[src/rtl/bram_line_loader_if.sv]
// Handshake and BRAM port-A bundle for the line loader.
// The job/pipe side drives the master modport. The loader uses the slave modport.
interface bram_line_loader_if #(
    parameter int BURST_LEN = 8,
    parameter int ADDR_W    = 10
);
    logic                    start;
    logic [ADDR_W-1:0]       base_addr;
    logic [ADDR_W:0]         line_total;
    logic                    flush;
    logic                    in_valid;
    logic [31:0]             in_data;
    logic                    ram_wr_en;
    logic [ADDR_W-1:0]       ram_addr;
    logic [16*BURST_LEN-1:0] ram_data;
    logic                    busy;
    logic                    done;
    logic [ADDR_W:0]         lines_written;
    logic                    drop_err;

    modport master (
        output start, base_addr, line_total, flush, in_valid, in_data,
        input  ram_wr_en, ram_addr, ram_data, busy, done,
        input  lines_written, drop_err
    );

    modport slave (
        input  start, base_addr, line_total, flush, in_valid, in_data,
        output ram_wr_en, ram_addr, ram_data, busy, done,
        output lines_written, drop_err
    );
endinterface

[src/rtl/bram_line_loader.sv]
// Packs 16-bit pipe words into BURST_LEN-lane BRAM lines and writes them
// to consecutive addresses, with zero-padded flush of a partial line.
module bram_line_loader #(
    parameter int BURST_LEN = 8,
    parameter int ADDR_W    = 10
) (
    input logic              clk,
    input logic              rst,
    bram_line_loader_if.slave bus
);
    localparam int DW = 16 * BURST_LEN;
    localparam int CW = $clog2(BURST_LEN + 1);
    localparam int LW = ADDR_W + 1;

    typedef enum logic [1:0] {
        S_IDLE,
        S_LOAD,
        S_FLUSH,
        S_DONE
    } state_e;

    state_e            state_q, state_d;
    logic [ADDR_W-1:0] addr_q, addr_d;
    logic [DW-1:0]     data_q, data_d;
    logic [CW-1:0]     cnt_q, cnt_d;
    logic [LW-1:0]     lines_q, lines_d;
    logic [LW-1:0]     total_q, total_d;
    logic              wr_q, wr_d;
    logic              drop_q, drop_d;
    logic              full;
    logic              unused_hi;

    assign unused_hi = ^bus.in_data[31:16];

    always_ff @(posedge clk or posedge rst) begin
        if (rst) begin
            state_q <= S_IDLE;
            addr_q  <= '0;
            data_q  <= '0;
            cnt_q   <= '0;
            lines_q <= '0;
            total_q <= '0;
            wr_q    <= 1'b0;
            drop_q  <= 1'b0;
        end else begin
            state_q <= state_d;
            addr_q  <= addr_d;
            data_q  <= data_d;
            cnt_q   <= cnt_d;
            lines_q <= lines_d;
            total_q <= total_d;
            wr_q    <= wr_d;
            drop_q  <= drop_d;
        end
    end

    always_comb begin
        state_d = state_q;
        addr_d  = addr_q;
        data_d  = data_q;
        cnt_d   = cnt_q;
        lines_d = lines_q;
        total_d = total_q;
        wr_d    = 1'b0;
        drop_d  = drop_q;
        full    = 1'b0;
        unique case (state_q)
            S_IDLE: begin
                if (bus.start) begin
                    drop_d  = 1'b0;
                    lines_d = '0;
                    total_d = bus.line_total;
                    if (bus.line_total == '0) begin
                        state_d = S_DONE;
                    end else begin
                        state_d = S_LOAD;
                        addr_d  = bus.base_addr;
                        cnt_d   = '0;
                        data_d  = '0;
                    end
                end else if (bus.in_valid) begin
                    drop_d = 1'b1;
                end
            end
            S_LOAD: begin
                if (wr_q) begin
                    addr_d  = addr_q + 1'b1;
                    lines_d = lines_q + 1'b1;
                end
                // The final line's write cycle has no line left to receive a word
                if (wr_q && (lines_q + 1'b1) == total_q) begin
                    state_d = S_DONE;
                    if (bus.in_valid) drop_d = 1'b1;
                end else begin
                    if (bus.in_valid) begin
                        data_d = {bus.in_data[15:0], data_q[DW-1:16]};
                        if (cnt_q == CW'(BURST_LEN - 1)) begin
                            cnt_d = '0;
                            wr_d  = 1'b1;
                            full  = 1'b1;
                        end else begin
                            cnt_d = cnt_q + 1'b1;
                        end
                    end
                    // A just-completed line still needs its write cycle in FLUSH
                    if (bus.flush) begin
                        if (cnt_d == '0 && !full) state_d = S_DONE;
                        else                      state_d = S_FLUSH;
                    end
                end
            end
            S_FLUSH: begin
                if (bus.in_valid) drop_d = 1'b1;
                if (wr_q) begin
                    addr_d  = addr_q + 1'b1;
                    lines_d = lines_q + 1'b1;
                    state_d = S_DONE;
                end else begin
                    data_d = {16'h0000, data_q[DW-1:16]};
                    if (cnt_q == CW'(BURST_LEN - 1)) begin
                        cnt_d = '0;
                        wr_d  = 1'b1;
                    end else begin
                        cnt_d = cnt_q + 1'b1;
                    end
                end
            end
            S_DONE: begin
                state_d = S_IDLE;
                if (bus.in_valid) drop_d = 1'b1;
            end
            default: state_d = S_IDLE;
        endcase
    end

    assign bus.ram_wr_en     = wr_q;
    assign bus.ram_addr      = addr_q;
    assign bus.ram_data      = data_q;
    assign bus.busy          = (state_q == S_LOAD) || (state_q == S_FLUSH);
    assign bus.done          = (state_q == S_DONE);
    assign bus.lines_written = lines_q;
    assign bus.drop_err      = drop_q;
endmodule
[src/flat_wrapper.sv]
// flat-port wrapper written by rule: the top's interface ports become plain ports
module bram_line_loader_flat 
#(
    parameter int BURST_LEN = 8,
    parameter int ADDR_W    = 10
)
  (clk, rst, bus_start, bus_base_addr, bus_line_total, bus_flush, bus_in_valid, bus_in_data, bus_ram_wr_en, bus_ram_addr, bus_ram_data, bus_busy, bus_done, bus_lines_written, bus_drop_err);
  bram_line_loader_if #(.BURST_LEN(BURST_LEN), .ADDR_W(ADDR_W)) bus_i ();
  input logic clk;
  input logic rst;
  input wire logic [$bits(bus_i.start)-1:0] bus_start;
  input wire logic [$bits(bus_i.base_addr)-1:0] bus_base_addr;
  input wire logic [$bits(bus_i.line_total)-1:0] bus_line_total;
  input wire logic [$bits(bus_i.flush)-1:0] bus_flush;
  input wire logic [$bits(bus_i.in_valid)-1:0] bus_in_valid;
  input wire logic [$bits(bus_i.in_data)-1:0] bus_in_data;
  output wire logic [$bits(bus_i.ram_wr_en)-1:0] bus_ram_wr_en;
  output wire logic [$bits(bus_i.ram_addr)-1:0] bus_ram_addr;
  output wire logic [$bits(bus_i.ram_data)-1:0] bus_ram_data;
  output wire logic [$bits(bus_i.busy)-1:0] bus_busy;
  output wire logic [$bits(bus_i.done)-1:0] bus_done;
  output wire logic [$bits(bus_i.lines_written)-1:0] bus_lines_written;
  output wire logic [$bits(bus_i.drop_err)-1:0] bus_drop_err;
  assign bus_i.start = bus_start;
  assign bus_i.base_addr = bus_base_addr;
  assign bus_i.line_total = bus_line_total;
  assign bus_i.flush = bus_flush;
  assign bus_i.in_valid = bus_in_valid;
  assign bus_i.in_data = bus_in_data;
  assign bus_ram_wr_en = bus_i.ram_wr_en;
  assign bus_ram_addr = bus_i.ram_addr;
  assign bus_ram_data = bus_i.ram_data;
  assign bus_busy = bus_i.busy;
  assign bus_done = bus_i.done;
  assign bus_lines_written = bus_i.lines_written;
  assign bus_drop_err = bus_i.drop_err;
  bram_line_loader #(.BURST_LEN(BURST_LEN), .ADDR_W(ADDR_W)) u_core (.clk(clk), .rst(rst), .bus(bus_i));
endmodule
[config.mk]
export PLATFORM = sky130hd
export DESIGN_NAME = bram_line_loader_flat
export DESIGN_NICKNAME = d
export VERILOG_FILES = /design/src/rtl/bram_line_loader_if.sv /design/src/rtl/bram_line_loader.sv /design/src/flat_wrapper.sv
export SDC_FILE = /design/constraint.sdc
export NUM_CORES = 1
export LEC_CHECK = 0
export CORE_AREA = 2 2 138 140
export CTS_CLUSTER_DIAMETER = 30
export DETAILED_ROUTE_END_ITERATION = 16
export DIE_AREA = 0 0 140 142
export PLACE_DENSITY = 0.7
export SETUP_SLACK_MARGIN = 0.5
export SLEW_MARGIN = 20
export SYNTH_ARGS = -nofsm -noshare
export SYNTH_HDL_FRONTEND = slang
export SYNTH_SLANG_ARGS = --single-unit
export TNS_END_PERCENT = 1
[constraint.sdc]
create_clock -name clk -period 18.6 [get_ports clk]
set_input_delay 4.65 -clock clk [delete_from_list [all_inputs] [get_ports clk]]
set_output_delay 4.65 -clock clk [all_outputs]
set_load 0.01 [all_outputs]
; Word-level counts from Yosys, hierarchy flattened
; Cells that the tools add are included.
[totals]
register_bits = 168
input_bits = 58
out_inout_bits = 153
word_cells = 82
[op_classes]
addsub = 3
n_eq_ne = 14
mux = 40
n_reduce_logical = 17
[op_table]
columns = op, count
row1 = two-way mux 128 bit, 5
row2 = case mux 128 bit (3 select lines), 1
row3 = two-way mux 4 bit, 8
row4 = two-way mux 10 bit, 3
row5 = two-way mux 11 bit, 2
row6 = case mux 11 bit (2 select lines), 1
row7 = case mux 10 bit (2 select lines), 1
row8 = case mux 4 bit (3 select lines), 1
row9 = "adder 11 x 1 -> 11 bit, second input constant", 1
row10 = == test 11 bit, 1
row11 = zero test 11 bit, 1
row12 = "adder 10 x 1 -> 10 bit, second input constant", 1
row13 = two-way mux 1 bit, 10
row14 = two-way mux 2 bit, 5
row15 = "!= test 2 bit, second input constant", 5
row16 = case mux 2 bit (4 select lines), 1
row17 = "!= test 2 x 1 -> 1 bit, second input constant", 3
row18 = AND reduction 3 bit, 2
row19 = AND reduction 6 bit, 1
row20 = AND reduction 5 bit, 1
row21 = "adder 4 x 1 -> 4 bit, second input constant", 1
row22 = "== test 2 bit, second input constant", 2
row23 = "== test 4 x 3 -> 1 bit, second input constant", 1
row24 = zero test 4 bit, 1
row25 = other kinds (13), 15

; Longest topological paths before layout
[depth]
ltp_word = 11
depth_mapped = 10
depth_no_buf = 8

; Least setup slack after synthesis
; OpenSTA, ideal clock, no wires.
[synth_timing]
path_kind = in2reg
from = input port bus_line_total[0]
to = register u_core.data_q[0], in the netlist u_core.bus.ram_data[0]
setup_time_ns = 0.121
arrival_ns = 6.389
required_time_ns = 18.479
setup_slack_ns = 12.090
stages = 8
path_buffers = 2
cell_sequence = or4_1 o31ai_2 a221oi_1 nand4b_1 o31ai_4 buf_6 buf_6 a22o_1
[synth_between]
elab_chain_cells = 3
[synth_lines]
columns = item, line
row1 = from (decl), flat_wrapper.sv:13  ; input wire logic [$bits(bus_i.line_total)-1:0] bus_line_total;
row2 = zero test 11 bit, bram_line_loader.sv:73  ; if (bus.line_total == '0) begin
row3 = != test 2 bit (no source line), -
row4 = AND reduction 6 bit (no source line), -
row5 = to (signal assigned), bram_line_loader.sv:48  ; data_q <= data_d;
row6 = to (decl), bram_line_loader.sv:24  ; logic [DW-1:0] data_q, data_d;
; No other way between the ends.
; A chain may end at the register's enable or synchronous reset.

; Worst setup path in the final report
[layout_timing]
from = input port bus_line_total[3]
to = register u_core.data_q[97], in the netlist u_core.bus.ram_data[97]
; Same word-level chain as after synthesis.

==> flow_summary.ini <==
[grt]
grt_first_pass_wirelength_um = 29000
grt_start_max_net_pins = 107
global_route.overflow_total = 0
grt_antenna_before_repair = 0
grt_pass1_vias = 5452
gr-usage-all-layers = 0.182

[worst_hold_path]
min-delay-start = u_core.bus.ram_data[13]
worst_hold_path.endpoint = u_core.bus.ram_data[13]
worst_hold_path_type = flop to flop
holdPathStages = 1

[timing]
fin_skew_ns = 0.0130
finalSetupViolations = 0
final.setup.tns_ns = 0
rsz_0062_raised_after_global_routing = false
max_slew.worst_pin.slew_ns = 1.00
maxClockFrequency_ghz = 0.130
period_share = 0.413
fin_crit_ns = 7.68
max-slew-margin-rel = 0.333
final-max-slew-violation-count = 0
final-hold-violation-count = 0

[floorplanning]
die_w_um = 140
fp.coreArea_mm2 = 0.0185
placement_rows = 50
die-height_um = 142
start_util = 0.390
floorplan.io_pins = 211
die-area_mm2 = 0.0199

[placement]
gpl_congestion = 0.808
post_dp_area_mm2 = 0.00921
dpl.hpwl_um = 12300
buffer_ports.inserted = 194

[pwr]
switchingPower_mw = 0.491
ir_drop_v = 0.000106
p_seq_frac = 0.367
p_comb_frac = 0.352
clock_power_share = 0.281
sw_frac_of_total = 0.382
static-leakage-power_nw = 4.28
cell_internal_pwr_mw = 0.795
power.density_mw_per_mm2 = 131

[clocking]
cts-buffers-inserted = 17
cts_repair_resize_count = 0
insertion_delay_ns = 0.42
ctsHoldBuffers = 0
clockBufferDepth = 2
cts_setup_buffers = 0
tritoncts_num_sinks = 168
cts.root.buffer_cell = clkbuf_16
tritoncts = done
cts.clk_slew.worst_paths_ns = 0.07
cts.htree.levels = 4

[outcome]
status = finished, violations left
violations = design-rule violations

[worst_setup_path]
crit_slowest_cell = buf_4
timing.critical_path.to_type = flop
critPathArrivalTime_ns = 8.04
worst_r2r_path_depth = 9
reg2reg_to = u_core.bus.ram_data[97]
worst_stage_delay_on_the_critical_path_ns = 0.68
critical_path.startpoint_type = input port
cp_cell_sequence = clkdlybuf4s50_1, or4_1, o31ai_2, a221o_1, nor2_1, o21ai_4, buf_4, buf_4, a22o_1
criticalPathCategory = input port to flop
timing.critical_path.required_ns = 18.96
worstReg2RegStart = u_core.bus.lines_written[0]
critPathBufInv = 3
crit_family = buffers and inverters
cp_max_fo = 68
ff2ff_setup_slack_ns = 14.95
critical_path_depth = 9
critical_path.most_common_cell = buf_4

[final_layout]
finalInstanceArea_mm2 = 0.00985
area_delta_synth_final_pct = 36.7
design.final.nets = 828
layout-drive-gt1-share = 0.0762
n_antenna_cell = 0

[synth]
synth_edf_count = 0
synthesis.area_mm2 = 0.00720
syn_area_per_cell_um2 = 12.3
post-synth-top-area-fraction = 0.584
synthDominantAreaCellType = dfrtp_1
synth-seq-cells = 168
yosys_most_used_dff = dfrtp_1
seq_area_frac_synth = 0.584
synth-warning-count = 0
yosys-top-cells-area = dfrtp_1 58%, a22o_1 16%, a21oi_1 1.9%
synth.lib_cells_used.distinct = 59
syn-num-nets = 654
async_sr_flop_fraction = 1.00
post_synth_inst_count = 587

[drt]
vias_per_cell = 5.45
number_of_iterations_in_the_first_detailed_routing_pass = 10
routed-via-count = 5497
drc = 8
post_dr_wirelength_cell_um = 17.9
routed_wl_um = 18100
drtAntennaViolNets = 0
dr.first_iter.drc_count = 349

[job]
max-cap-violations = 0
[state kept, by name (all words and copies together), names as in the netlist]
signal and flops:
u_core.bus.drop_err 1, u_core.total_q 11, u_core.bus.lines_written 11, u_core.bus.ram_data 128
u_core.bus.ram_addr 10, u_core.bus.ram_wr_en 1, u_core.state_q 2, u_core.cnt_q 4
[Yosys cell counts (2+ instances only)]
master	count
a211oi_1	2
a21o_1	3
a21oi_1	27
a221o_1	2
a22o_1	130
a31oi_1	3
and3_1	6
buf_1	3
buf_2	18
buf_4	4
buf_6	10
clkbuf_1	9
dfrtp_1	168
ha_1	9
inv_1	12
mux2_2	12
mux2i_1	4
nand2_1	33
nand2b_1	3
nand3_1	14
nand4_1	8
nor2_1	13
nor2b_1	4
nor3_1	11
o21ai_0	21
o21ai_1	2
o22a_1	2
o22ai_1	6
or3_1	2
or4_1	4
xnor2_1	9
xor2_1	6
[worst reg2reg max path: cells and delay by family, from the launching register on]
family	cells	cell delay [ns]
and+or+nand+nor	3	0.64
adders and majority gates	1	0.36
DFF	1	0.56
AOI/OAI and AO/OA	3	0.81
buffers and inverters	2	1.21
[layout make-up]
class / count / area (µm²)
Tap cell: 234 / 293
Clock inverter: 15 / 181
Multi-Input combinational cell: 362 / 2690
Timing Repair Buffer: 200 / 2010
Fill cell: 1546 / 8610
Inverter: 12 / 50.0
Sequential cell: 168 / 4200
Clock buffer: 17 / 425
[through the flow]
step | power, mW | util | hold slack [ns] | cells | worst slack, ns
global route | 1.36 | 0.534 | 0.522 | 1008 | 10.74
detailed placement | 0.922 | 0.499 | 0.494 | 975 | 10.50
finish | 1.29 | 0.534 | 0.505 | 1008 | 10.92
global placement | 0.903 | 0.499 | 0.488 | 975 | 10.57
floorplan | 0.794 | - | 0.499 | 587 | 9.40
CTS | 1.29 | 0.532 | 0.511 | 1007 | 10.94
[worst max path at each step]
stage	from	to	slack (ns)
global placement	bus_line_total[3]	u_core.bus.ram_data[115]	10.57
CTS	bus_line_total[3]	u_core.bus.ram_data[102]	10.94
floorplan	rst	u_core.bus.drop_err	9.40
detailed placement	bus_line_total[3]	u_core.bus.ram_data[121]	10.50
finish	bus_line_total[3]	u_core.bus.ram_data[97]	10.92
global route	bus_line_total[3]	u_core.bus.ram_data[97]	10.74
[power groups by stage]
| stage | Combinational [mW] | Sequential [mW] | Clock [mW] |
|---|---|---|---|
| after floorplan | 0.326 | 0.468 | 0 |
| after global placement | 0.428 | 0.475 | 0 |
| after detailed placement | 0.445 | 0.477 | 0 |
| after CTS | 0.447 | 0.471 | 0.371 |
| after global routing | 0.500 | 0.480 | 0.385 |
| final | 0.452 | 0.471 | 0.362 |
[cells by family (layout without fill, tap and decap cells)]
| logic type | Yosys count | in the layout | share of synthesized area |
|---|---|---|---|
| compound gates | 211 | 211 | 0.232 |
| flops | 168 | 168 | 0.584 |
| simple gates | 110 | 110 | 0.0796 |
| buf+inv | 57 | 244 | 0.0455 |
| mux | 17 | 17 | 0.0259 |
| xor+xnor | 15 | 15 | 0.0182 |
| fa+ha+maj | 9 | 9 | 0.0156 |
[metal layers]
| metal | up-vias | part of all wire | GRT usage |
|---|---|---|---|
| met5 | - | 0 | 0 |
| li1 | 2582 | - | - |
| met3 | 22 | 0.050 | 0.0421 |
| met4 | 0 | 0.017 | 0.0702 |
| met1 | 2729 | 0.46 | 0.248 |
| met2 | 164 | 0.48 | 0.284 |
[cell usage in the layout (no fill, tap or decap), types with 6 or more instances in the layout]
cell and count:
inv_1 11, dfrtp_1 168, nand3_1 14, o21ai_0 21
xor2_1 6, nor2_1 13, nor3_1 11, o22ai_1 6
and3_1 6, a22o_1 130, a21oi_1 27, xnor2_1 9
mux2_2 12, ha_1 9, nand2_1 33, clkbuf_16 17
clkdlybuf4s50_1 194, nand4_1 8
Note: power is estimated with default switching activity, not from simulation.
